--- src/rtl/uart_rx_param.sv ---
// Oversampling UART receiver with start-bit qualification, stop-bit check and a one-word output register.
// Optional parity checking is compiled in with `define UART_RX_PARITY_EN.
module uart_rx_param #(
  parameter int DATA_BITS  = 8,
  parameter int OVERSAMPLE = 16,
  parameter int STOP_BITS  = 1,
  parameter int PARITY_ODD = 0
) (
  input  logic                 clk,
  input  logic                 reset,
  input  logic                 en,
  input  logic                 in,
  input  logic                 out_ready,
  output logic                 busy,
  output logic                 done,
  output logic                 out_valid,
  output logic [DATA_BITS-1:0] out,
  output logic                 frame_err,
  output logic                 parity_err,
  output logic                 overrun,
  output logic [2:0]           dbg_state
);

  localparam int CW = $clog2(OVERSAMPLE);
  localparam int BW = $clog2(DATA_BITS);
  localparam logic [CW-1:0] TICK_LAST = CW'(OVERSAMPLE - 1);
  localparam logic [CW-1:0] HALF_LAST = CW'(OVERSAMPLE / 2 - 1);
  localparam logic [BW-1:0] BIT_LAST  = BW'(DATA_BITS - 1);

  if (DATA_BITS < 5 || DATA_BITS > 9 || !(OVERSAMPLE inside {8, 16, 32}) ||
      STOP_BITS < 1 || STOP_BITS > 2 || PARITY_ODD < 0 || PARITY_ODD > 1) begin : g_bad_params
    $error("uart_rx_param: illegal parameter combination");
  end

  typedef enum logic [2:0] {
    ST_IDLE   = 3'd0,
    ST_START  = 3'd1,
    ST_DATA   = 3'd2,
`ifdef UART_RX_PARITY_EN
    ST_PARITY = 3'd3,
`endif
    ST_STOP   = 3'd4
  } state_t;

  state_t                 state;
  logic [1:0]             sync;
  logic                   in_s;
  logic [CW-1:0]          cnt;
  logic [BW-1:0]          bit_idx;
  logic                   stop_idx;
  logic                   stop_bad;
  logic [DATA_BITS-1:0]   shreg;
  logic                   fin;
  logic                   fin_ferr;
  logic                   tick;
  logic                   last_stop;
  logic                   ok;
  logic                   load;
`ifdef UART_RX_PARITY_EN
  logic                   par_bad;
  logic                   fin_perr;
`endif

  assign in_s      = sync[1];
  assign tick      = (cnt == TICK_LAST);
  assign last_stop = (stop_idx == 1'(STOP_BITS - 1));
  assign dbg_state = state;

  // fin marks the cycle after the final stop sample; the result pulses are registered from it.
`ifdef UART_RX_PARITY_EN
  assign ok = fin && en && !fin_ferr && !fin_perr;
`else
  assign ok = fin && en && !fin_ferr;
  assign parity_err = 1'b0;
`endif
  assign load = ok && (!out_valid || out_ready);

  always_ff @(posedge clk) begin
    if (reset) begin
      state     <= ST_IDLE;
      sync      <= 2'b11;
      cnt       <= '0;
      bit_idx   <= '0;
      stop_idx  <= 1'b0;
      stop_bad  <= 1'b0;
      shreg     <= '0;
      fin       <= 1'b0;
      fin_ferr  <= 1'b0;
      busy      <= 1'b0;
      done      <= 1'b0;
      out_valid <= 1'b0;
      out       <= '0;
      frame_err <= 1'b0;
      overrun   <= 1'b0;
`ifdef UART_RX_PARITY_EN
      par_bad    <= 1'b0;
      fin_perr   <= 1'b0;
      parity_err <= 1'b0;
`endif
    end else begin
      sync      <= {sync[0], in};
      done      <= ok;
      frame_err <= fin && en && fin_ferr;
      overrun   <= ok && !load;
`ifdef UART_RX_PARITY_EN
      parity_err <= fin && en && !fin_ferr && fin_perr;
`endif
      if (load) begin
        out       <= shreg;
        out_valid <= 1'b1;
      end else if (out_valid && out_ready) begin
        out_valid <= 1'b0;
      end
      fin <= 1'b0;

      if (!en) begin
        state <= ST_IDLE;
        cnt   <= '0;
        busy  <= 1'b0;
      end else begin
        case (state)
          ST_IDLE: begin
            if (!in_s) begin
              if (cnt == HALF_LAST) begin
                cnt   <= '0;
                busy  <= 1'b1;
                state <= ST_START;
              end else begin
                cnt <= cnt + 1'b1;
              end
            end else begin
              cnt <= '0;
            end
          end
          // The end of the start-bit wait lands on the middle of data bit 0, so it is captured here.
          ST_START: begin
            if (tick) begin
              cnt     <= '0;
              shreg   <= {in_s, shreg[DATA_BITS-1:1]};
              bit_idx <= BW'(1);
              state   <= ST_DATA;
            end else begin
              cnt <= cnt + 1'b1;
            end
          end
          ST_DATA: begin
            if (tick) begin
              cnt   <= '0;
              shreg <= {in_s, shreg[DATA_BITS-1:1]};
              if (bit_idx == BIT_LAST) begin
                stop_idx <= 1'b0;
                stop_bad <= 1'b0;
`ifdef UART_RX_PARITY_EN
                state    <= ST_PARITY;
`else
                state    <= ST_STOP;
`endif
              end else begin
                bit_idx <= bit_idx + 1'b1;
              end
            end else begin
              cnt <= cnt + 1'b1;
            end
          end
`ifdef UART_RX_PARITY_EN
          ST_PARITY: begin
            if (tick) begin
              cnt     <= '0;
              par_bad <= in_s != ((^shreg) ^ 1'(PARITY_ODD));
              state   <= ST_STOP;
            end else begin
              cnt <= cnt + 1'b1;
            end
          end
`endif
          ST_STOP: begin
            if (tick) begin
              cnt <= '0;
              if (last_stop) begin
                state    <= ST_IDLE;
                busy     <= 1'b0;
                fin      <= 1'b1;
                fin_ferr <= stop_bad | !in_s;
`ifdef UART_RX_PARITY_EN
                fin_perr <= par_bad;
`endif
              end else begin
                stop_idx <= 1'b1;
                stop_bad <= stop_bad | !in_s;
              end
            end else begin
              cnt <= cnt + 1'b1;
            end
          end
          default: begin
            state <= ST_IDLE;
            cnt   <= '0;
            busy  <= 1'b0;
          end
        endcase
      end
    end
  end

endmodule

--- config.mk ---
export PLATFORM = sky130hd
export DESIGN_NAME = uart_rx_param
export DESIGN_NICKNAME = d
export VERILOG_FILES = /design/src/rtl/uart_rx_param.sv
export SDC_FILE = /design/constraint.sdc
export NUM_CORES = 1
export LEC_CHECK = 0
export ABC_AREA = 1
export CELL_PAD_IN_SITES_DETAIL_PLACEMENT = 1
export CELL_PAD_IN_SITES_GLOBAL_PLACEMENT = 1
export CORE_MARGIN = 10
export CORE_UTILIZATION = 42
export DETAILED_ROUTE_END_ITERATION = 8
export PLACE_DENSITY_LB_ADDON = 0.1
export SYNTH_ARGS = -nofsm -noshare
export SYNTH_HDL_FRONTEND = slang
export SYNTH_SLANG_ARGS = --single-unit
--- constraint.sdc ---
create_clock -name clk -period 1.9 [get_ports clk]
set_input_delay 0.19 -clock clk [delete_from_list [all_inputs] [get_ports clk]]
set_output_delay 0.19 -clock clk [all_outputs]
set_load 0.005 [all_outputs]
==> results by group, run 1 <==
Run status
  • Status: finished, final reports clean

Yosys
  • Post-Synth XOR/XNOR Area: less than 1%
  • Synth area leader: dfxtp_1
  • Top_reg_cell synth: dfxtp_1
  • Async set-or-reset flop fraction in the synthesized netlist: 0%
  • Adder and majority gate portion of the synthesized area: approximately 2.4%
  • Compound-Gate Fraction of Synth Area: a little over a tenth
  • Count leader, synth: dfxtp_1
  • Post-synth EDFFs: 0
  • Yosys top cell area share: 46.8%
  • Post-synthesis cell area: 1540 um2
  • Mux share of post-synthesis cell area: 0%
  • Distinct cell type count after synthesis: 27
  • Simple logic cell fraction of the synthesized area: slightly above 30%
  • Post-Syn Nets: around 200
  • Yosys warning total: 0
  • Yosys reg bits: 36
  • Post-synth top cells: 36 x dfxtp_1, 35 x nor2_1, 26 x nand2_1
  • Gate count after technology mapping: ~200
  • Area contributors post-synth: dfxtp_1 47%, nor2_1 8.5%, nand2_1 6.3%, a21oi_1 5.5%, inv_1 5.4%
  • Seq/Total Area, Yosys: a little under half
  • Syn_area_per_cell: slightly below 8 um2
  • Combinational family with the most area after synthesis: simple AND/OR/NAND/NOR gates

Critical path
  • Crit Path Max Fanout: 13
  • Arrival time at the worst endpoint: between 1.5 and 2 ns
  • Critical path depth: 6
  • Critical Path, Cell by Cell: ha_1 > nand3_4 > nor2_4 > nand2_2 > o21ai_0 > a21oi_1
  • Flop-to-flop setup slack: roughly 0.22 ns
  • Crit path launch: cnt[0]
  • Worst path required time: 2.05 ns
  • Crit path largest cell delay: roughly 0.36 ns
  • Slowest cell on crit path: dfxtp_1
  • Worst r2r src: cnt[0]
  • R2r worst-path depth: 6
  • CP Capture Type: flip-flop
  • Buf/Inv on CP: 0
  • Crit path to: shreg[6]
  • Type of origin of the critical path: flip-flop
  • FF-to-FF End: shreg[6]
  • WS Path Type: flip-flop to flip-flop
  • CP delay by family, top: simple AND/OR/NAND/NOR gates

Global route
  • Largest net degree at the start of global routing: 16
  • Met1 usage: between 10% and 20%
  • Initial antenna violation count: 0
  • Top Usage Layer GRT: met2
  • Met2 usage: roughly 20%
  • Met3 usage: under 10%
  • First-pass GRT wire length: 6.54 mm
  • Vias in the first global route: 1424
  • Grt ovf: 0
  • Overall routing resource usage: about an eighth

Power and ir drop
  • Pleak: 0.785 nW
  • Peak VDD IR: roughly 0.48 mV
  • PD cells: about 770 nW/um2

Detailed routing
  • Vias: roughly 1.3k
  • Drt total wl: between 3 and 4 mm
  • Remaining DRCs: 0
  • Drt pass-1 iters: 4
  • DR iter-0 viols: 40
  • Final ANT Viol Nets: 0
  • Drt wl/cell: 14.0 um
  • Vias/cell: 5.00

Min path
  • Worst Hold Launch: sync[0]
  • Hold path cells: 1
  • Hold crit path type: flip-flop to flip-flop

Floorplanning
  • FP Rows: 21
  • Core area: ~3400 um2
  • Die Height: 80.6 um
  • Ports: 22
  • Initial Util: 44.7%
  • Total Die Area: roughly 6500 um2
  • Die width: 80.6 um

Clock tree
  • Clk slew on worst S/H paths: about 0.070 ns
  • CTS buffer count: 5
  • Setup Buffers After CTS: 0
  • Clk buf depth: 2
  • CTS tree: built
  • Clk_lat worst skew: between 0.2 and 0.3 ns
  • Sink Count: 36
  • Hold_buf cts: 0
  • CTS resizes: 0
  • H-Tree Level Count: 2
  • Root Buffer: clkbuf_8

Timing
  • Total Neg Setup Slack: 0 ns
  • RSZ-0062 raised after global routing: false
  • Final worst-path cycle share: around 88%
  • Number of failing hold endpoints at the final stage: 0
  • Max Freq: between 0.5 and 0.6 GHz
  • Worst hold slack: ~0.43 ns
  • Tmin final: roughly 1.7 ns
  • Final setup vio count: 0
  • Setup Skew: ~0.0030 ns
  • Max Slew Vio Count: 0

Run
  • Max Cap Violations: 0

Finish
  • Final #Nets: 230
  • # fillers: about 440
  • Share of cells above drive strength 1: between 10 and 15%
  • Antenna cells: 0
  • Area growth, synth to finish: 22.0%

Placed design
  • Port Buffer Count: 20
  • Dpl hpwl: 2.95 mm
  • RePlAce Congestion: approximately 0.77
worst min path at each step:
stage | end | slack [ns]
floorplan | sync[0] | 0.29
global placement | sync[1] | 0.40
detailed placement | sync[1] | 0.41
CTS | sync[1] | 0.44
global route | sync[1] | 0.46
finish | sync[1] | 0.43
logic make-up after synthesis:
family                   Yosys count
AO/OA/AOI/OAI                     31
XOR/XNOR                           1
adder cells (fa/ha/maj)            3
buffers and inverters             30
flip-flops                        36
other                              1
AND/OR/NAND/NOR                   96
layout make-up:
class                      instances  area, um2  share of cell area [%]
timing repair buffer              22        215                    11.5
clock inverter                     2       35.0                    1.86
multi-input combinational        132        684                    36.4
sequential                        36        721                    38.3
clock buffer                       6       72.6                    3.86
tap                               46       57.6                    3.06
inverter                          25       93.8                    4.99
registers in the layout, summed over array words and instances (netlist names):
| signal | cells |
|---|---|
| overrun | 1 |
| busy | 1 |
| out_valid | 1 |
| shreg | 8 |
| dbg_state | 3 |
| cnt | 4 |
| fin | 1 |
| bit_idx | 3 |
| stop_bad | 1 |
| out | 8 |
| frame_err | 1 |
| done | 1 |
| fin_ferr | 1 |
| sync | 2 |
through the flow:
step	total power, W	cells	instance area [um2]	util [%]	setup WS [ns]
floorplan	0.000797	198	1540	-	0.630
global placement	0.000812	261	1770	51.5	0.339
detailed placement	0.000813	261	1770	51.5	0.250
CTS	0.00146	269	1880	54.6	0.203
global route	0.00150	269	1880	54.6	0.0295
finish	0.00144	269	1880	54.6	0.224
metal layers:
layer	routed length (um)	share of wire [%]
met2	1760	47
met5	0	0
met1	1750	46
met4	21	0.56
met3	235	6.2
power by group:
part           switching, W  leakage [nW]  internal, W
clock network      0.000255        0.0552     0.000389
registers        0.00000177         0.290     0.000757
logic             0.0000223         0.439    0.0000159
total              0.000279         0.785      0.00116
layout by cell type (no fill, tap or decap), types with 2 or more instances in the layout:
master	n
a21oi_1	17
buf_4	2
clkbuf_8	5
clkdlybuf4s50_1	20
dfxtp_1	36
ha_1	3
inv_1	22
inv_2	3
nand2_1	26
nand2_2	2
nand3_1	14
nand3_2	2
nand4_1	2
nor2_1	35
nor2_4	4
nor3_1	4
o211ai_1	3
o21ai_0	10
or2_2	2
(Power assumes the default switching activity.)
==> inputs of run 2 (changes only) <==
--- a/config.mk
+++ b/config.mk
@@ -9,7 +9,7 @@
 export CELL_PAD_IN_SITES_DETAIL_PLACEMENT = 1
 export CELL_PAD_IN_SITES_GLOBAL_PLACEMENT = 1
 export CORE_MARGIN = 10
-export CORE_UTILIZATION = 42
+export CORE_UTILIZATION = 39
 export DETAILED_ROUTE_END_ITERATION = 8
 export PLACE_DENSITY_LB_ADDON = 0.1
 export SYNTH_ARGS = -nofsm -noshare
==> constraint.sdc (replaced) <==
create_clock -name clk -period 1.65 [get_ports clk]
set_input_delay 0.165 -clock clk [delete_from_list [all_inputs] [get_ports clk]]
set_output_delay 0.165 -clock clk [all_outputs]
set_load 0.005 [all_outputs]
==> results by group, run 2 (synthesis results as in run 1) <==
Critical path
  • Slowest cell on crit path: clkdlybuf4s50_1
  • Arrival time at the worst endpoint: 1.32 ns
  • Buf/Inv on CP: 1
  • CP Capture Type: output pin
  • Type of origin of the critical path: flip-flop
  • Critical Path, Cell by Cell: clkdlybuf4s50_1
  • Crit path largest cell delay: approximately 0.56 ns
  • Worst path required time: 1.48 ns
  • Crit Path Max Fanout: 5
  • CP delay by family, top: buffers and inverters
  • WS Path Type: flip-flop to output pin

Run
  • Max Cap Violations: 0

Timing
  • RSZ-0062 raised after global routing: false
  • Max Slew Vio Count: 0
  • Tmin final: approximately 1.5 ns
  • Final worst-path cycle share: around 90%
  • Final setup vio count: 0
  • Max Freq: a little under 0.7 GHz
  • Setup Skew: approximately 0.0057 ns
  • Number of failing hold endpoints at the final stage: 0
  • Total Neg Setup Slack: 0 ns

Clock tree
  • Root Buffer: clkbuf_8
  • Clk buf depth: 2
  • Clk slew on worst S/H paths: about 0.07 ns
  • Sink Count: 36
  • H-Tree Level Count: 2
  • Clk_lat worst skew: ~0.30 ns
  • CTS tree: built
  • CTS buffer count: 5

Global route
  • Met1 usage: 10.5%
  • First-pass GRT wire length: between 6 and 7 mm
  • Overall routing resource usage: 11.4%
  • Top Usage Layer GRT: met2
  • Initial antenna violation count: 0
  • Vias in the first global route: between 1k and 1.5k
  • Met2 usage: 21.3%
  • Largest net degree at the start of global routing: 15
  • Met3 usage: under 10%
  • Grt ovf: 0

Floorplanning
  • Total Die Area: 6860 um2
  • Ports: 22
  • Die width: 82.8 um
  • FP Rows: 22
  • Die Height: roughly 83 um
  • Initial Util: 41.1%
  • Core area: 3740 um2

Power and ir drop
  • Pleak: approximately 0.81 nW
  • Peak VDD IR: around 0.46 mV
  • PD cells: 877 nW/um2

Finish
  • Final #Nets: 235
  • Design area: a little under 2000 um2
  • Most frequent cells in the layout: 36 x dfxtp_1, 35 x nor2_1, 26 x nand2_1
  • Antenna cells: 0
  • Area growth, synth to finish: 24.8%
  • Share of cells above drive strength 1: a little over an eighth
  • Largest regs: out x8, shreg x8, cnt x4
  • Most common cell after layout, fill and taps aside: dfxtp_1

Detailed routing
  • Drt total wl: 3.95 mm
  • Remaining DRCs: 0
  • Final ANT Viol Nets: 0
  • DR iter-0 viols: 38
  • Vias/cell: 4.96
  • Vias: approximately 1.4k
  • Drt wl/cell: 14.3 um
  • Drt pass-1 iters: 4

Placed design
  • Dpl hpwl: approximately 2.9 mm
  • RePlAce Congestion: 0.796
  • Port Buffer Count: 20
  • Cell Area, Placed: ~1800 um2

Min path
  • Hold crit path type: primary input to flip-flop

Run status
  • Status: finished, final reports clean
==> run 2: stage by stage <==
step | util (%) | instances | hold WS (ns) | worst slack, ns | total power, W
2_1_floorplan | - | 198 | 0.269 | 0.380 | 0.000918
3_3_place_gp | 47.8 | 265 | 0.403 | 0.151 | 0.000935
3_5_place_dp | 47.8 | 265 | 0.427 | 0.0587 | 0.000937
4_1_cts | 50.7 | 273 | 0.438 | 0.0516 | 0.00170
5_1_grt | 51.3 | 276 | 0.454 | 0.0186 | 0.00176
6_report | 51.3 | 276 | 0.437 | 0.167 | 0.00169
==> run 2: cell type report <==
class                           instances  area (um2)
Tap cell                               48        60.1
Inverter                               25        93.8
Multi-Input combinational cell        132         687
Clock buffer                            6        72.6
Sequential cell                        36         721
Clock inverter                          2        35.0
Fill cell                             469        1820
Timing Repair Buffer                   27         253
==> run 2: worst paths after layout <==
check / cells past startpoint / slack, ns / startpoint / end
setup reg to reg: 6 / 0.17 / cnt[0] / bit_idx[0]
hold / removal: 2 / 0.44 / in / sync[0]
hold reg to reg: 1 / 0.44 / sync[0] / sync[1]
setup / recovery: 1 / 0.17 / dbg_state[0] / dbg_state[0]
==> run 2: repair_timing <==
item	CTS	global route
hold buffers	0	0
endpoints found under the setup margin	0	4
buffers inserted	0	3
resized for setup	0	1
==> run 2: where the power goes <==
part	internal, W	switching [W]
logic	0.0000183	0.0000248
clock network	0.000448	0.000321
registers	0.000871	0.00000256
total	0.00134	0.000348
==> run 2: metal layers <==
| layer | up-vias | wire, um | share of wire, % |
|---|---|---|---|
| met2 | 15 | 2180 | 55 |
| met3 | 6 | 171 | 4.3 |
| met4 | 0 | 61 | 1.5 |
| met1 | 659 | 1540 | 39 |
| li1 | 690 | - | - |
| met5 | - | 0 | 0 |
